File: src/rtl/stopwatch_ctrl_pkg.sv
// Shared definitions for the stopwatch control block: state encodings,
// default debounce length and the width of the debounce stability counter.
package stopwatch_pkg;

    // Roughly 5 ms of stable input at a 50 MHz system clock.
    localparam int DEFAULT_DEBOUNCE_CYCLES = 250000;

    // Stability counter width, wide enough for any debounce length up to 2^20-1.
    localparam int STAB_CNT_W = 20;

    // All four encodings are used, so there is no unreachable state to recover from.
    typedef enum logic [1:0] {
        IDLE  = 2'b00,
        RUN   = 2'b01,
        LAP   = 2'b11,
        PAUSE = 2'b10
    } sw_state_e;

endpackage

File: src/rtl/stopwatch_ctrl_if.sv
// Button inputs and control outputs of the stopwatch controller.
// The master side owns the buttons and observes the controls.
// The slave side is the controller itself.
interface stopwatch_ctrl_if;

    logic       btn_start_stop;
    logic       btn_lap_reset;
    logic       count_en;
    logic       clear_n;
    logic       freeze;
    logic [1:0] state;

    modport master (
        output btn_start_stop,
        output btn_lap_reset,
        input  count_en,
        input  clear_n,
        input  freeze,
        input  state
    );

    modport slave (
        input  btn_start_stop,
        input  btn_lap_reset,
        output count_en,
        output clear_n,
        output freeze,
        output state
    );

endinterface

File: src/rtl/stopwatch_ctrl_button_debounce.sv
// One push button: a two-flop synchronizer, a stability-counter debouncer,
// and a single-cycle press pulse on each accepted rising level.
module button_debounce
    import stopwatch_pkg::*;
#(
    parameter int DEBOUNCE_CYCLES = DEFAULT_DEBOUNCE_CYCLES
) (
    input  logic clock,
    input  logic reset,
    input  logic btn_raw_i,
    output logic press_o
);

    // The level flips on the sample that completes the run of differing samples.
    localparam logic [STAB_CNT_W-1:0] CNT_LAST = STAB_CNT_W'(DEBOUNCE_CYCLES - 1);

    logic                  sync1_q;
    logic                  sync2_q;
    logic                  level_q;
    logic                  level_d;
    logic                  press_q;
    logic                  press_d;
    logic [STAB_CNT_W-1:0] cnt_q;
    logic [STAB_CNT_W-1:0] cnt_d;

    // Count consecutive synchronized samples that disagree with the accepted level.
    // Any sample that agrees with the level restarts the count.
    always_comb begin
        cnt_d   = '0;
        level_d = level_q;
        press_d = 1'b0;
        if (sync2_q != level_q) begin
            if (cnt_q == CNT_LAST) begin
                level_d = sync2_q;
                press_d = sync2_q;
            end else begin
                cnt_d = cnt_q + 1'b1;
            end
        end
    end

    // Register the synchronizer chain, the debounced level, the counter and the press pulse.
    always_ff @(posedge clock) begin
        if (!reset) begin
            sync1_q <= 1'b0;
            sync2_q <= 1'b0;
            level_q <= 1'b0;
            press_q <= 1'b0;
            cnt_q   <= '0;
        end else begin
            sync1_q <= btn_raw_i;
            sync2_q <= sync1_q;
            level_q <= level_d;
            press_q <= press_d;
            cnt_q   <= cnt_d;
        end
    end

    assign press_o = press_q;

endmodule

File: src/rtl/stopwatch_ctrl.sv
// Stopwatch control FSM. The start/stop and lap/reset buttons are debounced
// into press pulses. These pulses step the FSM. The FSM drives the counter
// enable, the lap freeze and a one-cycle clear request.
module stopwatch_ctrl
    import stopwatch_pkg::*;
#(
    parameter int DEBOUNCE_CYCLES = DEFAULT_DEBOUNCE_CYCLES
) (
    input  logic              clock,
    input  logic              reset,
    stopwatch_ctrl_if.slave   sw
);

    logic      start_press;
    logic      lap_press;
    sw_state_e state_q;
    logic      clear_n_q;

    button_debounce #(
        .DEBOUNCE_CYCLES (DEBOUNCE_CYCLES)
    ) u_start_debounce (
        .clock     (clock),
        .reset     (reset),
        .btn_raw_i (sw.btn_start_stop),
        .press_o   (start_press)
    );

    button_debounce #(
        .DEBOUNCE_CYCLES (DEBOUNCE_CYCLES)
    ) u_lap_debounce (
        .clock     (clock),
        .reset     (reset),
        .btn_raw_i (sw.btn_lap_reset),
        .press_o   (lap_press)
    );

    // Step the FSM on press pulses. Start wins over a simultaneous lap press.
    // The clear request is registered so that it lines up with the new state.
    always_ff @(posedge clock) begin
        if (!reset) begin
            state_q   <= IDLE;
            clear_n_q <= 1'b1;
        end else begin
            clear_n_q <= 1'b1;
            case (state_q)
                IDLE: begin
                    if (start_press) begin
                        state_q <= RUN;
                    end else if (lap_press) begin
                        clear_n_q <= 1'b0;
                    end
                end
                RUN: begin
                    if (start_press) begin
                        state_q <= PAUSE;
                    end else if (lap_press) begin
                        state_q <= LAP;
                    end
                end
                LAP: begin
                    if (start_press) begin
                        state_q <= PAUSE;
                    end else if (lap_press) begin
                        state_q <= RUN;
                    end
                end
                PAUSE: begin
                    if (start_press) begin
                        state_q <= RUN;
                    end else if (lap_press) begin
                        state_q   <= IDLE;
                        clear_n_q <= 1'b0;
                    end
                end
            endcase
        end
    end

    assign sw.state    = state_q;
    assign sw.count_en = (state_q == RUN) || (state_q == LAP);
    assign sw.freeze   = (state_q == LAP);
    assign sw.clear_n  = clear_n_q;

endmodule

File: src/flat_wrapper.sv
// flat-port wrapper written by rule: the top's interface ports become plain ports
module stopwatch_ctrl_flat import stopwatch_pkg::*;
#(
    parameter int DEBOUNCE_CYCLES = DEFAULT_DEBOUNCE_CYCLES
)
  (clock, reset, sw_btn_start_stop, sw_btn_lap_reset, sw_count_en, sw_clear_n, sw_freeze, sw_state);
  stopwatch_ctrl_if sw_i ();
  input  logic clock;
  input  logic reset;
  input wire logic [$bits(sw_i.btn_start_stop)-1:0] sw_btn_start_stop;
  input wire logic [$bits(sw_i.btn_lap_reset)-1:0] sw_btn_lap_reset;
  output wire logic [$bits(sw_i.count_en)-1:0] sw_count_en;
  output wire logic [$bits(sw_i.clear_n)-1:0] sw_clear_n;
  output wire logic [$bits(sw_i.freeze)-1:0] sw_freeze;
  output wire logic [$bits(sw_i.state)-1:0] sw_state;
  assign sw_i.btn_start_stop = sw_btn_start_stop;
  assign sw_i.btn_lap_reset = sw_btn_lap_reset;
  assign sw_count_en = sw_i.count_en;
  assign sw_clear_n = sw_i.clear_n;
  assign sw_freeze = sw_i.freeze;
  assign sw_state = sw_i.state;
  stopwatch_ctrl #(.DEBOUNCE_CYCLES(DEBOUNCE_CYCLES)) u_core (.clock(clock), .reset(reset), .sw(sw_i));
endmodule
File: config.mk
export PLATFORM = sky130hd
export DESIGN_NAME = stopwatch_ctrl_flat
export DESIGN_NICKNAME = d
export VERILOG_FILES = /design/src/rtl/stopwatch_ctrl_pkg.sv /design/src/rtl/stopwatch_ctrl_if.sv /design/src/rtl/stopwatch_ctrl_button_debounce.sv /design/src/rtl/stopwatch_ctrl.sv /design/src/flat_wrapper.sv
export SDC_FILE = /design/constraint.sdc
export NUM_CORES = 1
export LEC_CHECK = 0
export ABC_CLOCK_PERIOD_IN_PS = 2550
export CORE_MARGIN = 1
export CORE_UTILIZATION = 55
export DETAILED_ROUTE_END_ITERATION = 12
export PLACE_DENSITY = 0.73
export SYNTH_ARGS = -nofsm -noshare
export SYNTH_HDL_FRONTEND = slang
export SYNTH_SLANG_ARGS = --single-unit
export TNS_END_PERCENT = 20
File: constraint.sdc
create_clock -name clock -period 2.55 [get_ports clock]
set_clock_uncertainty 0.15 [all_clocks]
set_input_delay 0.3825 -clock clock [delete_from_list [all_inputs] [get_ports clock]]
set_output_delay 0.3825 -clock clock [all_outputs]
set_load 0.03 [all_outputs]
==> results of run 1 <==
-- cell families (layout without fill, tap and decap cells) --
group                      Yosys count  in the layout
DFF                                 51             51
muxes                                2              2
buffers and inverters               15             28
xor gates and xnor gates            31             31
and+or+nand+nor                    130            130
AOI/OAI and AO/OA                   20             20
adders and majority gates            2              2
-- metal layers --
metal  up-vias  part of all wire (%)  track usage [%]
met4         0                   1.8             8.15
met2        37                    40             31.3
met3         7                   3.9             4.17
met1       765                    54             31.4
li1        889                     -                -
met5         -                     0                0
-- worst reg2reg max path: stages (launching register included) --
cell	delay, ps
sky130_fd_sc_hd__dfxtp_1	400
sky130_fd_sc_hd__ha_1	250
sky130_fd_sc_hd__nand4_2	200
sky130_fd_sc_hd__or4_4	570
sky130_fd_sc_hd__or3_1	320
sky130_fd_sc_hd__a21oi_1	150
-- cells in the mapped netlist (all sizes together) --
| cell | number |
|---|---|
| clkbuf | 2 |
| o31ai | 3 |
| nand3 | 16 |
| mux2i | 2 |
| a21oi | 7 |
| nand4 | 9 |
| or2 | 1 |
| nand2 | 16 |
| and3 | 2 |
| xnor2 | 23 |
| nor3b | 1 |
| or4 | 5 |
| nand2b | 2 |
| and2 | 7 |
| and4 | 2 |
| nor3 | 10 |
| ha | 2 |
| o21ai | 5 |
| a31o | 1 |
| nor4 | 8 |
| inv | 9 |
| a21boi | 1 |
| a211oi | 1 |
| nor2b | 1 |
| o211ai | 1 |
| xor2 | 8 |
| or3 | 4 |
| dfxtp | 51 |
| nor4b | 3 |
| buf | 4 |
| nor2 | 43 |
| o221ai | 1 |
-- power groups by stage --
stage | logic, mW | registers (mW) | clock network (mW)
after floorplan | 0.0112 | 0.820 | 0
after global placement | 0.0195 | 0.820 | 0
after detailed placement | 0.0195 | 0.820 | 0
after CTS | 0.0197 | 0.802 | 0.587
after global routing | 0.0220 | 0.803 | 0.622
final | 0.0193 | 0.802 | 0.576
-- final timing paths --
kind                                                     start                               to  depth (start not counted)
worst max-delay path            u_core.u_lap_debounce.cnt_q[0]  u_core.u_lap_debounce.cnt_q[18]                          5
worst min-delay path             u_core.u_lap_debounce.press_o                u_core.sw.clear_n                          1
worst max register to register  u_core.u_lap_debounce.cnt_q[0]  u_core.u_lap_debounce.cnt_q[18]                          5
worst min register to register   u_core.u_lap_debounce.press_o                u_core.sw.clear_n                          1
-- through the flow --
stage,setup slack (ps),total power [mW],std cells,area [um2]
6_report,438,1.40,312,2470
5_1_grt,289,1.45,312,2470
4_1_cts,436,1.41,312,2470
3_5_place_dp,474,0.840,304,2350
3_3_place_gp,567,0.840,304,2350
2_1_floorplan,645,0.831,251,2230
-- layout make-up --
| class | count | area (um2) |
|---|---|---|
| Fill cell | 306 | 1300 |
| Inverter | 9 | 33.8 |
| Clock buffer | 6 | 82.6 |
| Multi-Input combinational cell | 185 | 1130 |
| Tap cell | 48 | 60.1 |
| Clock inverter | 2 | 35.0 |
| Sequential cell | 51 | 1020 |
| Timing Repair Buffer | 11 | 103 |
==> results by group, run 1 <==
Finish
  • Number of antenna cells inserted: 0
  • Final Net Count: 269
  • Fraction of final layout cells with drive strength greater than 1: roughly 7.2%
  • Signed area change from the synthesized netlist to the final layout: 11.0%
  • Commonest cells after routing, fill and taps aside: 51 x sky130_fd_sc_hd__dfxtp_1, 43 x sky130_fd_sc_hd__nor2_1, 23 x sky130_fd_sc_hd__xnor2_1, 16 x sky130_fd_sc_hd__nand2_1, 16 x sky130_fd_sc_hd__nand3_1
  • Final Util: between 60 and 70%
  • Commonest non-fill, non-tap cell in the layout: sky130_fd_sc_hd__dfxtp_1

Timing
  • Tcrit/Tclk final: 82.8%
  • Final Critical Period: approximately 2100 ps
  • Final hold violation count: 0
  • Tightest hold margin: between 200 and 300 ps
  • Final setup TNS: 0 ps
  • Final setup vio count: 0
  • Max_slew headroom: 52.3%
  • Transition at the pin with the smallest max-transition slack: 709 ps
  • Number of max-slew violations in the final report: 0
  • Max Clock Freq: around 470 MHz
  • RSZ-0062 raised after global routing: false

Critical path
  • CP peak stage delay: 570 ps
  • Signal arrival time at the worst endpoint: around 2200 ps
  • Top Family by Delay on Critical Path: simple AND/OR/NAND/NOR gates
  • Slowest-stage cell, CP: sky130_fd_sc_hd__or4_4
  • Kind of end point of the critical path: register
  • Critical Path Start Type: register
  • Largest driver fanout on the critical path: 6
  • Category of the most critical setup path: register to register
  • Worst path bufs/invs: 0
  • Worst path cell trace: ha_1, nand4_2, or4_4, or3_1, a21oi_1
  • Critical path required time: 2630 ps
  • Minimum setup slack among reg-to-reg paths: 440 ps

Synthesis
  • Cell taking the most area after synthesis: sky130_fd_sc_hd__dfxtp_1
  • Post-synthesis compound-gate area fraction: under 10%
  • Library cells used by synthesis: 39
  • Biggest area contributors in the synthesized netlist: sky130_fd_sc_hd__dfxtp_1 46%, sky130_fd_sc_hd__xnor2_1 9.1%, sky130_fd_sc_hd__nor2_1 7.3%
  • Syn. warnings: 0
  • Share of the synthesized netlist area taken by xor and xnor gates: between 10 and 15%
  • Syn Inst Count: approximately 250
  • Mean cell area of the mapped netlist: roughly 8.9 um2
  • Portion of the post-synthesis area used by sequential elements: between 40% and 50%
  • Synthesized net count: approximately 260
  • Netlist area before placement: approximately 2200 um2
  • Multiplexer fraction of the synthesized cell area: 0.899%
  • Yosys reg bits: between 50 and 60
  • Post-Synth Simple-Gate Area: about 31%
  • Share of the synthesized area in the top cell type: a little under half
  • Adder-cell area share of the yosys netlist: under 10%
  • Combinational family with the most area after synthesis: simple AND/OR/NAND/NOR gates

Clock tree
  • TritonCTS clock tree: yes
  • Source-to-sink clock delay at the later pin of the worst-skew pair: around 300 ps
  • Number of H-tree branching levels: 2
  • Clock buffer count from CTS: 5
  • Quantity of gates resized following cts: 0
  • Number of setup buffers added after CTS: 0
  • Worst-case clock buffer depth: 2
  • Hold-fix buffers, CTS: 0
  • Number of sinks handled by clock tree synthesis: 51
  • Clock transition at the registers of the reported paths: approximately 90 ps
  • Clock tree root buffer cell: sky130_fd_sc_hd__clkbuf_8

Detailed routing
  • 1st-iter DRT viols: about 160
  • Detail-routed via count per cell: approximately 5.4
  • Number of detailed-routing iterations run before antenna repair: 4
  • Total number of vias: approximately 1700
  • Remaining design rule violation count: 0
  • Total wire length after detailed routing: 3870 um
  • Average detailed-routed wire length per instance: roughly 12 um
  • Antenna Nets Post-Route: 0

Placed design
  • Final weighted congestion in routability-driven placement: between 0.8 and 0.9
  • Dpl hpwl: between 2000 and 3000 um
  • Port-buffer cells: 8

Pwr
  • Switching component of the power: between 200 and 300 uW
  • Net switching fraction of the power: between 10% and 20%
  • Portion of total power attributed to the clock network: about two fifths
  • Power density cells: ~570 nW/um2
  • Leakage power total: slightly below 0.8 nW
  • Share of power burned in registers: 57.4%
  • Internal power contribution: 1.13 mW
  • Maximum vdd drop: 0.311 mV
  • Comb power frac: ~1.4%

Global route
  • Maximum number of pins on one net before global-route repair: 20
  • Antenna violations before repair: 0
  • Remaining global-route overflow: 0
  • First-pass GRT wire length: between 7000 and 8000 um
  • Total global routing track utilization: around 22%
  • Vias in the first global route: about 1600

Die
  • Die area: roughly 4300 um2
  • Core Rows: 22
  • CORE AREA: around 3800 um2
  • Effective utilization at floorplan: between 50 and 60%
  • Number of placed I/O pins: 9
  • Die height: 65.6 um
  • Horiz. Die Dim: around 66 um

Job
  • Max-capacitance violation count: 0

Hold path
  • Class of the worst hold path: register to register

Run status
  • Status: finished clean
Note: power is estimated with default switching activity, not from simulation.
==> run 2, diff against run 1 <==
--- a/config.mk
+++ b/config.mk
@@ -5,11 +5,11 @@
 export SDC_FILE = /design/constraint.sdc
 export NUM_CORES = 1
 export LEC_CHECK = 0
-export ABC_CLOCK_PERIOD_IN_PS = 2550
+export ABC_CLOCK_PERIOD_IN_PS = 1700
 export CORE_MARGIN = 1
-export CORE_UTILIZATION = 55
+export CORE_UTILIZATION = 53
 export DETAILED_ROUTE_END_ITERATION = 12
-export PLACE_DENSITY = 0.73
+export PLACE_DENSITY = 0.74
 export SYNTH_ARGS = -nofsm -noshare
 export SYNTH_HDL_FRONTEND = slang
 export SYNTH_SLANG_ARGS = --single-unit
==> constraint.sdc (replaced) <==
create_clock -name clock -period 1.7 [get_ports clock]
set_clock_uncertainty 0.15 [all_clocks]
set_input_delay 0.255 -clock clock [delete_from_list [all_inputs] [get_ports clock]]
set_output_delay 0.255 -clock clock [all_outputs]
set_load 0.03 [all_outputs]
==> results by group, run 2 (synthesis results as in run 1) <==
Finish
  • Final Net Count: 324 (+20%)
  • Number of fill cells: 274 (-10%)
  • Number of antenna cells inserted: 0 (unchanged)
  • Signed area change from the synthesized netlist to the final layout: 35.8%
  • Fraction of final layout cells with drive strength greater than 1: 33.2% (+26 points)
  • Commonest cells after routing, fill and taps aside: 55 x sky130_fd_sc_hd__buf_4, 42 x sky130_fd_sc_hd__nor2_1, 37 x sky130_fd_sc_hd__dfxtp_1, 23 x sky130_fd_sc_hd__xnor2_1, 16 x sky130_fd_sc_hd__nand3_1
  • Final Util: 75.0% (+9.5 points)
  • Commonest non-fill, non-tap cell in the layout: sky130_fd_sc_hd__buf_4

Timing
  • Final setup vio count: 6 (+6)
  • Final hold violation count: 0 (unchanged)
  • Tcrit/Tclk final: 106% (+23 points)
  • Max_slew headroom: 67.1% (+15 points)
  • Number of max-slew violations in the final report: 0 (unchanged)
  • Max Clock Freq: 555 MHz (+17%)
  • Least setup slack across all paths after layout: -103 ps (-541 ps)
  • Final Critical Period: 1800 ps (-309 ps)
  • Transition at the pin with the smallest max-transition slack: 487 ps (-222 ps)
  • RSZ-0062 raised after global routing: true

Critical path
  • Critical path required time: 1800 ps (-830 ps)
  • Largest driver fanout on the critical path: 2 (-4)
  • Slowest-stage cell, CP: sky130_fd_sc_hd__or4_4
  • Worst path bufs/invs: 0 (unchanged)
  • Worst path cell trace: ha_4, nand4_4, or4_4, or3_4, a21oi_2
  • Critical Path Start Type: register
  • Signal arrival time at the worst endpoint: 1900 ps (-300 ps)
  • Minimum setup slack among reg-to-reg paths: -100 ps (-540 ps)
  • Top Family by Delay on Critical Path: simple AND/OR/NAND/NOR gates
  • CP peak stage delay: 530 ps (-40 ps)
  • Kind of end point of the critical path: register
  • Category of the most critical setup path: register to register

Pwr
  • Comb power frac: 1.9% (+0.5 points)
  • Net switching fraction of the power: 20.8% (+1.4 points)
  • Switching component of the power: 418 uW (+54%)
  • Portion of total power attributed to the clock network: 38.2% (-3.0 points)
  • Tot Pwr: 2.01 mW (+44%)
  • Maximum vdd drop: 0.598 mV (+93%)
  • Share of power burned in registers: 59.8% (+2.4 points)
  • Internal power contribution: 1.59 mW (+41%)
  • Leakage power total: 1.08 nW (+40%)
  • Power density cells: 665 nW/um2 (+18%)

Placed design
  • Final weighted congestion in routability-driven placement: 0.811 (-0.27%)
  • Port-buffer cells: 8 (unchanged)
  • Dpl hpwl: 3410 um (+27%)
  • Post-placement setup slack: -73.1 ps (-547 ps)

Clock tree
  • Clock buffer count from CTS: 5 (unchanged)
  • Clock tree root buffer cell: sky130_fd_sc_hd__clkbuf_8
  • Clock transition at the registers of the reported paths: 90 ps (about the same)
  • Number of H-tree branching levels: 2 (unchanged)
  • Source-to-sink clock delay at the later pin of the worst-skew pair: 310 ps (about the same)
  • Hold-fix buffers, CTS: 0 (unchanged)
  • Number of sinks handled by clock tree synthesis: 51 (unchanged)
  • Worst-case clock buffer depth: 2 (unchanged)
  • TritonCTS clock tree: yes

Run status
  • Status: finished with violations
  • Violations in the final reports: negative setup slack

Die
  • Effective utilization at floorplan: 55.2% (-3.8 points)
  • Die area: 4460 um2 (+3.7%)
  • CORE AREA: 4030 um2 (+6.8%)
  • Horiz. Die Dim: 66.8 um (+1.8%)
  • Die height: 66.8 um (+1.8%)
  • Number of placed I/O pins: 9 (unchanged)
  • Core Rows: 23 (+4.5%)

Global route
  • Total global routing track utilization: 23.7% (+2.1 points)
  • First-pass GRT wire length: 7910 um (+11%)
  • Antenna violations before repair: 0 (unchanged)
  • Vias in the first global route: 1840 (+17%)
  • Maximum number of pins on one net before global-route repair: 18 (-10%)
  • Remaining global-route overflow: 0 (unchanged)

Detailed routing
  • Detail-routed via count per cell: 5.34 (-2.0%)
  • 1st-iter DRT viols: 82 (-47%)
  • Antenna Nets Post-Route: 0 (unchanged)
  • Average detailed-routed wire length per instance: 13.6 um (+9.6%)
  • Total wire length after detailed routing: 5010 um (+30%)
  • Number of detailed-routing iterations run before antenna repair: 4 (unchanged)
  • Total number of vias: 1969 (+16%)
  • Remaining design rule violation count: 0 (unchanged)

Hold path
  • Class of the worst hold path: register to register

Job
  • Max-capacitance violation count: 0 (unchanged)
==> run 2: changes by cell type in the layout (fill, tap and decap cells not counted), moves of 3 or more <==
cell                              delta
sky130_fd_sc_hd__dfxtp_2            +14
sky130_fd_sc_hd__nor4_2              +5
sky130_fd_sc_hd__clkdlybuf4s50_1     -5
sky130_fd_sc_hd__dfxtp_1            -14
sky130_fd_sc_hd__buf_4              +52
sky130_fd_sc_hd__dlygate4sd2_1       +3
sky130_fd_sc_hd__nor4_1              -5
==> run 2: what timing repair did <==
action	CTS	global route
buffers inserted	0	2
pin swaps	3	6
gates cloned	0	0
resized for setup	11	25
endpoints found under the setup margin	26	42
==> run 2: path summary, 6_finish.rpt <==
check,from,endpoint,cells after the start
worst min-delay path,u_core.u_lap_debounce.press_o,u_core.sw.clear_n,1
worst min register to register,u_core.u_lap_debounce.press_o,u_core.sw.clear_n,1
worst max-delay path,u_core.u_lap_debounce.cnt_q[0],u_core.u_lap_debounce.cnt_q[18],5
worst max register to register,u_core.u_lap_debounce.cnt_q[0],u_core.u_lap_debounce.cnt_q[18],5
==> run 2: power groups by stage <==
| stage | logic, mW | registers [mW] | clock network, mW |
|---|---|---|---|
| 4_1_cts | 0.0383 | 1.20 | 0.796 |
| 6_report | 0.0391 | 1.20 | 0.768 |
| 3_3_place_gp | 0.0367 | 1.23 | 0 |
| 2_1_floorplan | 0.0183 | 1.23 | 0 |
| 5_1_grt | 0.0431 | 1.20 | 0.841 |
| 3_5_place_dp | 0.0374 | 1.23 | 0 |
==> run 2: routing by layer <==
layer  up-vias  part of all wire (%)  track usage [%]
li1        995                     -                -
met1       939                    42             26.3
met2        26                    54             42.9
met3         9                   2.6             5.65
met4         0                   2.0             9.04
met5         -                     0                0
==> run 2: final cells by class <==
| type | count | area (um2) | share of cell area (%) |
|---|---|---|---|
| repair buffers | 66 | 529 | 17.5 |
| inverters | 9 | 33.8 | 1.12 |
| clock inverters | 1 | 7.51 | 0.248 |
| well taps | 50 | 62.6 | 2.07 |
| flip-flops and latches | 51 | 1040 | 34.4 |
| clock buffers | 7 | 96.3 | 3.19 |
| multi-input cells | 185 | 1250 | 41.5 |
==> run 2: metrics by stage <==
stage               cells  area, um2  setup TNS (ps)  hold slack, ps
CTS                   367       2930            -247             282
global route          369       3020           -2660             307
detailed placement    359       2800            -214             259
floorplan             251       2270            -295             226
finish                369       3020            -320             278
global placement      359       2800           -87.9             253
==> run 2: worst reg2reg max path, stage by stage, from the launching register on <==
cell and delay [ps]:
sky130_fd_sc_hd__dfxtp_2 360, sky130_fd_sc_hd__ha_4 150, sky130_fd_sc_hd__nand4_4 100, sky130_fd_sc_hd__or4_4 530
sky130_fd_sc_hd__or3_4 340, sky130_fd_sc_hd__a21oi_2 120
==> run 3, diff against run 2 <==
--- a/config.mk
+++ b/config.mk
@@ -9,7 +9,8 @@
 export CORE_MARGIN = 1
 export CORE_UTILIZATION = 53
 export DETAILED_ROUTE_END_ITERATION = 12
-export PLACE_DENSITY = 0.74
+export PLACE_DENSITY_LB_ADDON = 0.12
+export SLEW_MARGIN = 20
 export SYNTH_ARGS = -nofsm -noshare
 export SYNTH_HDL_FRONTEND = slang
 export SYNTH_SLANG_ARGS = --single-unit
==> results by group, run 3 (synthesis results as in run 1) <==
Die
  • Core Rows: 23 (unchanged)
  • Die height: 66.8 um (unchanged)
  • Die area: 4460 um2 (unchanged)
  • Number of placed I/O pins: 9 (unchanged)
  • Horiz. Die Dim: 66.8 um (unchanged)
  • CORE AREA: 4030 um2 (unchanged)
  • Effective utilization at floorplan: 55.2% (unchanged)

Clock tree
  • Clock buffer count from CTS: 5 (unchanged)
  • TritonCTS clock tree: yes
  • Worst-case clock buffer depth: 2 (unchanged)
  • Hold-fix buffers, CTS: 0 (unchanged)
  • Number of sinks handled by clock tree synthesis: 51 (unchanged)
  • Clock tree root buffer cell: sky130_fd_sc_hd__clkbuf_8
  • Clock transition at the registers of the reported paths: 80 ps (about the same)
  • Source-to-sink clock delay at the later pin of the worst-skew pair: 300 ps (about the same)
  • Number of H-tree branching levels: 2 (unchanged)

Timing
  • Max_slew headroom: 76.4% (+9.3 points)
  • Number of max-slew violations in the final report: 0 (unchanged)
  • Final setup vio count: 2 (-4)
  • Tightest hold margin: 262 ps (-16.5 ps)
  • Final hold violation count: 0 (unchanged)
  • Max Clock Freq: 570 MHz (+2.9%)
  • Tcrit/Tclk final: 103% (-2.9 points)
  • Least setup slack across all paths after layout: -53.2 ps (+50.0 ps)
  • Transition at the pin with the smallest max-transition slack: 351 ps (-136 ps)
  • Final Critical Period: 1750 ps (-50.0 ps)
  • RSZ-0062 raised after global routing: true

Finish
  • Final Net Count: 327 (+0.93%)
  • Final Util: 74.8% (-0.22 points)
  • Commonest cells after routing, fill and taps aside: 60 x sky130_fd_sc_hd__buf_4, 42 x sky130_fd_sc_hd__nor2_1, 34 x sky130_fd_sc_hd__dfxtp_1, 23 x sky130_fd_sc_hd__xnor2_1, 16 x sky130_fd_sc_hd__dfxtp_2
  • Fraction of final layout cells with drive strength greater than 1: 33.4% (+0.21 points)
  • Number of antenna cells inserted: 0 (unchanged)
  • Number of non-filler instances in the completed layout: 370 (+0.27%)
  • Signed area change from the synthesized netlist to the final layout: 35.4%
  • Commonest non-fill, non-tap cell in the layout: sky130_fd_sc_hd__buf_4

Critical path
  • Worst path bufs/invs: 0 (unchanged)
  • Critical path required time: 1790 ps (about the same)
  • Worst path cell trace: ha_4, nand4_4, or4_4, or3_1, a21oi_1
  • Category of the most critical setup path: register to register
  • Slowest-stage cell, CP: sky130_fd_sc_hd__or4_4
  • Top Family by Delay on Critical Path: simple AND/OR/NAND/NOR gates
  • Critical Path Start Type: register
  • Largest driver fanout on the critical path: 2 (unchanged)
  • Kind of end point of the critical path: register
  • Signal arrival time at the worst endpoint: 1840 ps (-60 ps)
  • CP peak stage delay: 520 ps (about the same)

Detailed routing
  • Total wire length after detailed routing: 4540 um (-9.4%)
  • Detail-routed via count per cell: 5.15 (-3.5%)
  • 1st-iter DRT viols: 120 (+46%)
  • Total number of vias: 1905 (-3.3%)
  • Remaining design rule violation count: 0 (unchanged)
  • Average detailed-routed wire length per instance: 12.3 um (-9.7%)
  • Antenna Nets Post-Route: 0 (unchanged)
  • Number of detailed-routing iterations run before antenna repair: 4 (unchanged)

Job
  • Max-capacitance violation count: 0 (unchanged)

Global route
  • Maximum number of pins on one net before global-route repair: 18 (unchanged)
  • Vias in the first global route: 1729 (-6.0%)
  • First-pass GRT wire length: 7670 um (-3.1%)
  • Remaining global-route overflow: 0 (unchanged)
  • Antenna violations before repair: 0 (unchanged)
  • Total global routing track utilization: 23.0% (-0.73 points)

Pwr
  • Leakage power total: 1.11 nW (+3.2%)
  • Power density cells: 620 nW/um2 (-6.7%)
  • Maximum vdd drop: 0.444 mV (-26%)

Hold path
  • Class of the worst hold path: register to register

Run status
  • Violations in the final reports: negative setup slack
  • Status: finished with violations

Placed design
  • Total placed cells including tap cells: 362 (+0.84%)
  • Port-buffer cells: 8 (unchanged)
  • Final weighted congestion in routability-driven placement: 0.815 (+0.48%)
  • Dpl hpwl: 3300 um (-3.1%)
-- run 3: changes by cell type in the layout (fill, tap and decap cells not counted), moves of 2 or more --
cell                       previous run  this run
sky130_fd_sc_hd__buf_4               55        60
sky130_fd_sc_hd__buf_6                2         0
sky130_fd_sc_hd__clkbuf_8             7         5
sky130_fd_sc_hd__dfxtp_1             37        34
sky130_fd_sc_hd__dfxtp_2             14        16
sky130_fd_sc_hd__nor4_1               3         5
sky130_fd_sc_hd__nor4_2               5         1
sky130_fd_sc_hd__nor4_4               0         2
-- run 3: where the power goes --
part | switching (mW) | internal, mW | total [mW]
combinational | 0.0171 | 0.0213 | 0.0383
sequential | 0.00371 | 1.20 | 1.20
clock | 0.355 | 0.275 | 0.630
-- run 3: worst paths after layout --
| path | cells past startpoint | slack [ps] | startpoint | endpoint |
|---|---|---|---|---|
| setup / recovery | 5 | -50 | u_core.u_lap_debounce.cnt_q[0] | u_core.u_lap_debounce.cnt_q[18] |
| hold / removal | 1 | 260 | u_core.u_lap_debounce.press_o | u_core.sw.clear_n |
| setup reg to reg | 5 | -50 | u_core.u_lap_debounce.cnt_q[0] | u_core.u_lap_debounce.cnt_q[18] |
| hold reg to reg | 1 | 260 | u_core.u_lap_debounce.press_o | u_core.sw.clear_n |
-- run 3: metrics by stage --
step / total power [mW] / setup slack [ps] / setup TNS (ps) / cell area [um2]
floorplan: 1.25 / -97.9 / -295 / 2270
global placement: 1.27 / -46.2 / -95.1 / 2820
detailed placement: 1.27 / -65.0 / -177 / 2820
CTS: 1.89 / -78.3 / -185 / 2910
global route: 1.94 / -120 / -376 / 3010
finish: 1.87 / -53.2 / -81.7 / 3010
-- run 3: area by class of cell --
| cell class | count | area (um2) |
|---|---|---|
| multi-input combinational | 185 | 1260 |
| sequential | 51 | 1040 |
| fill | 310 | 1010 |
| timing repair buffer | 69 | 544 |
| clock buffer | 6 | 72.6 |
| tap | 50 | 62.6 |
| inverter | 9 | 33.8 |
-- run 3: what timing repair did --
| action | 4_1_cts | 5_1_grt |
|---|---|---|
| setup endpoints to repair | 10 | 41 |
| gates resized for setup | 10 | 26 |
| buffers inserted | 0 | 2 |
| pin swaps | 1 | 8 |
-- run 3: routing by layer --
layer | vias up | track usage (%) | routed length (um)
met5 | - | 0 | 0
met2 | 27 | 32.7 | 1950
met4 | 0 | 7.98 | 46
met1 | 862 | 33.0 | 2390
li1 | 1011 | - | -
met3 | 5 | 5.82 | 151
